`src/rtl/ppg_sample_fifo_if.sv`:
```
// Sample-stream bundle between the PPG front-end sampler (master) and the
// sample FIFO (slave); carries the write/read handshakes, data and status.
interface ppg_sample_fifo_if #(
    parameter int WIDTH = 10,
    parameter int DEPTH = 8
);
    localparam int CW = $clog2(DEPTH) + 1;

    logic             wr_en;
    logic [WIDTH-1:0] Data_in;
    logic             rd_en;
    logic             clr_err;
    logic [WIDTH-1:0] Data_out;
    logic             full;
    logic             empty;
    logic             almost_full;
    logic             almost_empty;
    logic [CW-1:0]    count;
    logic             overflow;
    logic             underflow;

    modport master (
        output wr_en, Data_in, rd_en, clr_err,
        input  Data_out, full, empty, almost_full, almost_empty,
        input  count, overflow, underflow
    );

    modport slave (
        input  wr_en, Data_in, rd_en, clr_err,
        output Data_out, full, empty, almost_full, almost_empty,
        output count, overflow, underflow
    );
endinterface

```
`src/rtl/ppg_sample_fifo.sv`:
```
// Synchronous PPG sample FIFO with occupancy count, watermarks and sticky
// overflow/underflow flags. Define PPG_FIFO_FWFT_EN for first-word-fall-through reads.
module ppg_sample_fifo #(
    parameter int WIDTH     = 10,
    parameter int DEPTH     = 8,
    parameter int AF_THRESH = 6,
    parameter int AE_THRESH = 2
) (
    input logic clk,
    input logic reset,
    ppg_sample_fifo_if.slave bus
);
    localparam int AW = $clog2(DEPTH);
    localparam int CW = AW + 1;

    logic [WIDTH-1:0] mem [DEPTH];
    logic [AW-1:0]    wr_ptr;
    logic [AW-1:0]    rd_ptr;
    logic [CW-1:0]    count_r;
    logic             overflow_r;
    logic             underflow_r;

    logic full_w;
    logic empty_w;
    logic wr_ok;
    logic rd_ok;

    // Status decode from registered occupancy
    assign full_w  = (count_r == CW'(DEPTH));
    assign empty_w = (count_r == '0);

    assign bus.full         = full_w;
    assign bus.empty        = empty_w;
    assign bus.almost_full  = (count_r >= CW'(AF_THRESH));
    assign bus.almost_empty = (count_r <= CW'(AE_THRESH));
    assign bus.count        = count_r;
    assign bus.overflow     = overflow_r;
    assign bus.underflow    = underflow_r;

    // A read is never accepted from an empty FIFO; a write into a full one
    // only goes through when a read frees the head slot in the same cycle.
    assign rd_ok = bus.rd_en & ~empty_w;
    assign wr_ok = bus.wr_en & (~full_w | rd_ok);

    // Storage write, stage p0 (array is deliberately not reset)
    always_ff @(posedge clk) begin
        if (wr_ok) begin
            mem[wr_ptr] <= bus.Data_in;
        end
    end

    always_ff @(posedge clk or negedge reset) begin
        if (!reset) begin
            wr_ptr  <= '0;
            rd_ptr  <= '0;
            count_r <= '0;
        end else begin
            if (wr_ok) begin
                wr_ptr <= wr_ptr + AW'(1);
            end
            if (rd_ok) begin
                rd_ptr <= rd_ptr + AW'(1);
            end
            unique case ({wr_ok, rd_ok})
                2'b10:   count_r <= count_r + CW'(1);
                2'b01:   count_r <= count_r - CW'(1);
                default: count_r <= count_r;
            endcase
        end
    end

    // Sticky error flags: a new event in the clearing cycle keeps the flag set
    always_ff @(posedge clk or negedge reset) begin
        if (!reset) begin
            overflow_r  <= 1'b0;
            underflow_r <= 1'b0;
        end else begin
            overflow_r  <= (overflow_r  & ~bus.clr_err) | (bus.wr_en & ~wr_ok);
            underflow_r <= (underflow_r & ~bus.clr_err) | (bus.rd_en & empty_w);
        end
    end

`ifdef PPG_FIFO_FWFT_EN
    // Read path, fall-through: head is presented combinationally
    assign bus.Data_out = empty_w ? '0 : mem[rd_ptr];
`else
    logic [WIDTH-1:0] rd_data_p1;

    // Read path, stage p1: head registered on an accepted read, held otherwise
    always_ff @(posedge clk or negedge reset) begin
        if (!reset) begin
            rd_data_p1 <= '0;
        end else if (rd_ok) begin
            rd_data_p1 <= mem[rd_ptr];
        end
    end

    assign bus.Data_out = rd_data_p1;
`endif

endmodule

```
`src/flat_wrapper.sv`:
```
// flat-port wrapper written by rule: the top's interface ports become plain ports
module ppg_sample_fifo_flat 
#(
    parameter int WIDTH     = 10,
    parameter int DEPTH     = 8,
    parameter int AF_THRESH = 6,
    parameter int AE_THRESH = 2
)
  (clk, reset, bus_wr_en, bus_Data_in, bus_rd_en, bus_clr_err, bus_Data_out, bus_full, bus_empty, bus_almost_full, bus_almost_empty, bus_count, bus_overflow, bus_underflow);
  ppg_sample_fifo_if #(.WIDTH(WIDTH), .DEPTH(DEPTH)) bus_i ();
  input logic clk;
  input logic reset;
  input wire logic [$bits(bus_i.wr_en)-1:0] bus_wr_en;
  input wire logic [$bits(bus_i.Data_in)-1:0] bus_Data_in;
  input wire logic [$bits(bus_i.rd_en)-1:0] bus_rd_en;
  input wire logic [$bits(bus_i.clr_err)-1:0] bus_clr_err;
  output wire logic [$bits(bus_i.Data_out)-1:0] bus_Data_out;
  output wire logic [$bits(bus_i.full)-1:0] bus_full;
  output wire logic [$bits(bus_i.empty)-1:0] bus_empty;
  output wire logic [$bits(bus_i.almost_full)-1:0] bus_almost_full;
  output wire logic [$bits(bus_i.almost_empty)-1:0] bus_almost_empty;
  output wire logic [$bits(bus_i.count)-1:0] bus_count;
  output wire logic [$bits(bus_i.overflow)-1:0] bus_overflow;
  output wire logic [$bits(bus_i.underflow)-1:0] bus_underflow;
  assign bus_i.wr_en = bus_wr_en;
  assign bus_i.Data_in = bus_Data_in;
  assign bus_i.rd_en = bus_rd_en;
  assign bus_i.clr_err = bus_clr_err;
  assign bus_Data_out = bus_i.Data_out;
  assign bus_full = bus_i.full;
  assign bus_empty = bus_i.empty;
  assign bus_almost_full = bus_i.almost_full;
  assign bus_almost_empty = bus_i.almost_empty;
  assign bus_count = bus_i.count;
  assign bus_overflow = bus_i.overflow;
  assign bus_underflow = bus_i.underflow;
  ppg_sample_fifo #(.WIDTH(WIDTH), .DEPTH(DEPTH), .AF_THRESH(AF_THRESH), .AE_THRESH(AE_THRESH)) u_core (.clk(clk), .reset(reset), .bus(bus_i));
endmodule
```
`config.mk`:
```
export PLATFORM = sky130hd
export DESIGN_NAME = ppg_sample_fifo_flat
export DESIGN_NICKNAME = d
export VERILOG_FILES = /design/src/rtl/ppg_sample_fifo_if.sv /design/src/rtl/ppg_sample_fifo.sv /design/src/flat_wrapper.sv
export SDC_FILE = /design/constraint.sdc
export NUM_CORES = 1
export LEC_CHECK = 0
export CAP_MARGIN = 20
export CORE_MARGIN = 5
export CORE_UTILIZATION = 30
export DETAILED_ROUTE_END_ITERATION = 16
export GPL_ROUTABILITY_DRIVEN = 0
export MAX_ROUTING_LAYER = met4
export PLACE_DENSITY = 0.46
export REMOVE_ABC_BUFFERS = 1
export SLEW_MARGIN = 10
export SYNTH_ARGS = -nofsm -noshare
export SYNTH_HDL_FRONTEND = slang
export SYNTH_SLANG_ARGS = --single-unit
```
`constraint.sdc`:
```
create_clock -name clk -period 2.7 [get_ports clk]
set_input_delay 0.405 -clock clk [delete_from_list [all_inputs] [get_ports clk]]
set_output_delay 0.405 -clock clk [all_outputs]
set_load 0.02 [all_outputs]
```
==> flow_summary.yaml, run 1 <==
status:
  status: "complete, no violations"
critical_path:
  rr_worst_depth: 10
  cp_max_fo: 9
  reg2reg_to: "u_core.bus.count[2]$_DFFE_PN0P_"
  crit_required_ns: 2.30
  setup.worst_path.class: "flop to output port"
  startpoint_type: "flop"
  regToRegSetupSlack_ns: 0.30
  crit_arrival_ns: 2.04
  reg2reg_from: "u_core.bus.count[2]$_DFFE_PN0P_"
  critPathCaptureType: "output port"
timing:
  rsz0062_at_grt: "no"
  hold_violations: 0
  tightest_slew_ns: 0.5341
  slew_viol_final: 0
  max_freq_mhz: 409.3
  period_share_pct: 90.49
  worst_slack_ns: 0.2568
  setup_violations: 0
  holdWs_ns: 0.4382
  fin_worst_skew_ns: 0.005240
  maxSlewHeadroom_pct: 64.26
  min_period_ns: 2.443
  finalSetupTns_ns: 0
clock_network:
  cts_setup_buffers: 0
  clkTransAtPathRegs_ns: 0.07
  cts_tree: "built"
  ctsResizeCount: 0
  cts_max_path_buffers: 2
  clock_latency_ns: 0.34
  htreeDepth: 3
  cts_hold_buf: 0
  cts_root_buf: "clkbuf_16"
  cts.sinks: 102
  numCtsBuffers: 9
hold_path:
  hold_path.class: "primary input to async pin"
drt:
  drc: 0
  wl_um: 8736
  drtIter0Drc: 119
  wire_per_inst_um: 17.94
  via_per_inst: 4.622
  via_count: 2251
  ant_nets: 0
  drt_first_pass_iters: 4
place:
  place_inst: 471
  hpwl_um: 5430
  place_ws_ns: 0.2953
  place.port_buffers: 34
  dpl_cell_area_um2: 4777
synthesis:
  ys_warn_count: 0
  netlist_instances: 253
  synth_area_per_cell_um2: 16.33
  yosys.area.top_type: "edfxtp_1"
  synth_top_area_share_pct: 58.13
  synth-seq-area-share_pct: 71.45
  netlist_top_cells_area: "edfxtp_1, dfrtp_1, mux2i_1, mux2_2, mux2_1"
  syn_area_um2: 4133
  synth_seq_cells: 102
  synth_cell_types: 37
power_and_ir_drop:
  peakVddDrop_mv: 0.4206
  powerDensity_nw_per_um2: 1091
  p_leak_nw: 1.836
  total_power_mw: 5.554
floorplanning:
  core_um2: 13400
  dieArea_um2: 16220
  die_h_um: 127.4
  std_cell_rows: 42
  io_pins: 35
  die_width_um: 127.4
  start_util_pct: 30.84
final_layout:
  register_area_um2: 2954
  postLayoutCoreUtil_pct: 37.99
  layout_common_cells: "edfxtp_1, clkdlybuf4s50_1, dfrtp_1"
  multi_input_area_um2: 1087
  area_growth_syn_to_layout_pct: 23.19
  stdcell_area_um2: 5091
  n_fill_cell: 1274
  stdcell_count: 487
  nets: 326
  drive_gt1_share_pct: 17.04
  antenna_cells: 0
  final_common_cell: "edfxtp_1"
grt:
  grt_usage_pct: 11.81
  antenna_found_initial: 0
  grt_pass1_wl_um: 13780
  grt_start_max_net_pins: 23
  grt_pass1_vias: 2308
  grt-ovfl-total: 0
run:
  maxCapViolations: 0
## metal layers
metal	track usage [%]	share of wire (%)	vias to the layer above
met5	-	0	-
met4	3.596	1.1	0
met3	2.796	3.4	11
met2	17.93	48	36
met1	15.78	47	1130
li1	-	-	1074
## how the worst max path moves through the flow
stage                                            to                             from  slack, ns  cells past startpoint
finish                                     bus_full  u_core.bus.count[2]$_DFFE_PN0P_       0.26                      3
global route        u_core.bus.count[2]$_DFFE_PN0P_  u_core.bus.count[2]$_DFFE_PN0P_       0.13                     10
CTS                                        bus_full  u_core.bus.count[2]$_DFFE_PN0P_       0.23                      3
detailed placement  u_core.bus.count[2]$_DFFE_PN0P_  u_core.bus.count[2]$_DFFE_PN0P_       0.30                     10
global placement    u_core.bus.count[2]$_DFFE_PN0P_  u_core.bus.count[2]$_DFFE_PN0P_       0.31                     10
floorplan           u_core.bus.count[2]$_DFFE_PN0P_  u_core.bus.count[0]$_DFFE_PN0P_      -0.35                     10
## cell type report
cell class                 count  area share [%]
sequential                   102           58.02
multi-input combinational    136           21.36
timing repair buffer          53           9.732
clock buffer                  11           4.571
tap                          176           4.325
clock inverter                 5           1.597
inverter                       4          0.3932
## synth_stat cells
cell and count:
o21ai_1 10, nor4_1 1, nand2_1 19, or4b_4 1, ha_1 5, buf_2 3
nand2_2 2, mux2i_1 20, nand2b_1 4, buf_6 3, dfrtp_1 22, o22a_1 1
edfxtp_1 80, xnor2_1 5, a211oi_1 1, nand4b_1 1, nor3_1 4, a22o_1 2
xor2_1 4, nand3b_1 1, nor2_1 6, mux2_2 11, inv_6 1, inv_2 1
buf_1 2, o22ai_1 10, nand4bb_1 1, inv_1 2, o21a_4 1, buf_4 3
o21ai_0 1, a21oi_1 2, a21o_2 1, nor2b_1 1, nor4_2 1, mux2_1 10
a221o_1 10
## report_power, final
group / total (mW) / internal [mW] / switching (mW)
clock network: 1.37 / 0.815 / 0.550
logic: 1.89 / 0.915 / 0.980
registers: 2.29 / 2.04 / 0.254
total: 5.55 / 3.77 / 1.78
## worst max-delay path: stages, from the launching register on
cell,delay (ns)
dfrtp_1,0.48
or4b_4,0.54
inv_1,0.07
clkdlybuf4s50_1,0.60
## state kept, by name, summed over array words and instances (netlist names)
name                  flops
u_core.mem               80
u_core.bus.Data_out      10
u_core.bus.count          4
u_core.rd_ptr             3
u_core.wr_ptr             3
u_core.bus.overflow       1
u_core.bus.underflow      1
## cell families after synthesis
family	count (synthesis)	share of synthesized area (%)
buf+inv	15	2.392
xor+xnor	9	1.907
simple gates	42	5.268
flops	102	71.45
compound gates	39	6.903
fa+ha+maj	5	1.514
mux	41	10.57
(Power assumes the default switching activity.)
==> run 2: changes to the inputs <==
- CTS_CLUSTER_DIAMETER: default -> 40
- clock period: 2.7 -> 3.1 ns (I/O delays scaled with it)
==> run 2 against run 1 <==
Compared with the run above: register-to-register slack better by 0.22 ns; combinational power shrank 16%; core utilization shrank 0.15 points; sequential share of layout area up 0.23 points; clock power fell by 12%; setup slack better by 0.27 ns; global-route usage decreased by 0.17 points; final area shrank 0.39%; die area is the same; count of clock-buffer cells in the layout is the same; critical path depth up 7; clock skew is 0.0014 ns higher.
==> flow_summary.yaml, run 2 (synthesis results as in run 1) <==
clock_network:
  numCtsBuffers: 9
  cts_max_path_buffers: 2
  htreeDepth: 3
  clock_latency_ns: 0.34
  ctsResizeCount: 0
  cts_tree: "built"
  cts_hold_buf: 0
  cts.sinks: 102
  cts_setup_buffers: 0
  clkTransAtPathRegs_ns: 0.07
  cts_root_buf: "clkbuf_16"
floorplanning:
  die_h_um: 127.4
  dieArea_um2: 16220
  std_cell_rows: 42
  io_pins: 35
  die_width_um: 127.4
  start_util_pct: 30.84
  core_um2: 13400
place:
  place.port_buffers: 34
  place_inst: 467
  hpwl_um: 5470
drt:
  wl_um: 8595
  wire_per_inst_um: 17.80
  drtIter0Drc: 88
  via_per_inst: 4.611
  via_count: 2227
  ant_nets: 0
  drc: 0
  drt_first_pass_iters: 4
timing:
  maxSlewHeadroom_pct: 54.06
  tightest_slew_ns: 0.6876
  fin_worst_skew_ns: 0.006666
  hold_violations: 0
  period_share_pct: 83.15
  finalSetupTns_ns: 0
  slew_viol_final: 0
  rsz0062_at_grt: "no"
  min_period_ns: 2.578
  max_freq_mhz: 388.0
  setup_violations: 0
final_layout:
  area_growth_syn_to_layout_pct: 22.71
  largest_reg_flops: 80
  stdcell_count: 483
  antenna_cells: 0
  regMostFlops: "u_core.mem"
  final_common_cell: "edfxtp_1"
  n_fill_cell: 1295
  layout_common_cells: "edfxtp_1, clkdlybuf4s50_1, dfrtp_1"
  drive_gt1_share_pct: 16.61
  nets: 322
power_and_ir_drop:
  internal-power_mw: 3.278
  peakVddDrop_mv: 0.3940
  powerDensity_nw_per_um2: 950.1
  netSwitchingFraction_pct: 31.97
  seq_power_share_pct: 42.0
  p_sw_mw: 1.540
  p_comb_share_pct: 32.9
  p_leak_nw: 1.821
  p_clk_share_pct: 25.1
critical_path:
  crit_required_ns: 3.33
  critPathCaptureType: "flop"
  setup.worst_path.class: "flop to flop"
  crit_arrival_ns: 2.80
  reg2reg_to: "u_core.bus.count[2]$_DFFE_PN0P_"
  rr_worst_depth: 10
  reg2reg_from: "u_core.bus.count[0]$_DFFE_PN0P_"
  regToRegSetupSlack_ns: 0.52
  cp_max_fo: 9
  startpoint_type: "flop"
hold_path:
  worstHoldEndpoint: "u_core.bus.Data_out[9]$_DFFE_PN0P_"
  hold_depth: 2
  hold_path.class: "flop to flop"
  min_from: "u_core.bus.Data_out[9]$_DFFE_PN0P_"
grt:
  antenna_found_initial: 0
  grt_start_max_net_pins: 27
  grt_pass1_vias: 2251
  grt_usage_pct: 11.64
  grt_pass1_wl_um: 13500
  grt-ovfl-total: 0
status:
  status: "complete, no violations"
run:
  maxCapViolations: 0
run 2: critical path, cell delays in order (launching register included):
cell and delay (ns):
dfrtp_1 0.49, or4b_4 0.59, o21a_4 0.25, inv_6 0.08, ha_1 0.26, xor2_1 0.10, ha_1 0.19, a21oi_1 0.14
xor2_1 0.16, nor2_1 0.06, xor2_1 0.14
run 2: metrics by stage:
step                      utilization [%]  area [um2]  hold WS, ns  setup WS (ns)  total power [mW]
final                               37.84        5071       0.4790         0.5225             4.818
after floorplan                         -        4054       0.1694        0.04615             2.984
after global placement              35.42        4747       0.4664         0.5369             3.672
after detailed placement            35.42        4747       0.4746         0.5120             3.685
after global routing                37.84        5071       0.5124         0.3495             5.106
after CTS                           37.84        5071       0.4889         0.5059             4.905
run 2: layout make-up:
class | count | area, um2 | share of cell area, %
Inverter | 4 | 20.02 | 0.3948
Clock inverter | 5 | 81.33 | 1.604
Multi-Input combinational cell | 136 | 1087 | 21.44
Tap cell | 176 | 220.2 | 4.342
Clock buffer | 11 | 242.7 | 4.787
Timing Repair Buffer | 49 | 465.4 | 9.178
Sequential cell | 102 | 2954 | 58.25
run 2: worst max path at each step:
stage	to	depth (start not counted)	start	slack [ns]
6_report	u_core.bus.count[2]$_DFFE_PN0P_	10	u_core.bus.count[0]$_DFFE_PN0P_	0.52
3_5_place_dp	u_core.bus.count[2]$_DFFE_PN0P_	10	u_core.bus.count[0]$_DFFE_PN0P_	0.51
4_1_cts	u_core.bus.count[2]$_DFFE_PN0P_	10	u_core.bus.count[0]$_DFFE_PN0P_	0.51
2_1_floorplan	u_core.bus.count[2]$_DFFE_PN0P_	10	u_core.bus.count[0]$_DFFE_PN0P_	0.05
5_1_grt	u_core.bus.count[2]$_DFFE_PN0P_	10	u_core.bus.count[1]$_DFFE_PN0P_	0.35
3_3_place_gp	u_core.bus.count[2]$_DFFE_PN0P_	10	u_core.bus.count[0]$_DFFE_PN0P_	0.54
run 2: routing by layer:
layer / part of all wire [%] / wire (um) / vias up / track usage [%]
met3: 4.6 / 394 / 10 / 3.840
met5: 0 / 0 / - / -
met1: 46 / 3988 / 1108 / 15.05
met2: 48 / 4120 / 41 / 17.81
li1: - / - / 1068 / -
met4: 1.1 / 92 / 0 / 2.839
run 2: power groups by stage:
stage | logic [mW] | registers [mW] | clock network [mW]
2_1_floorplan | 0.815 | 2.17 | 0
3_3_place_gp | 1.63 | 2.05 | 0
3_5_place_dp | 1.63 | 2.06 | 0
4_1_cts | 1.63 | 2.03 | 1.25
5_1_grt | 1.73 | 2.06 | 1.31
6_report | 1.59 | 2.02 | 1.21
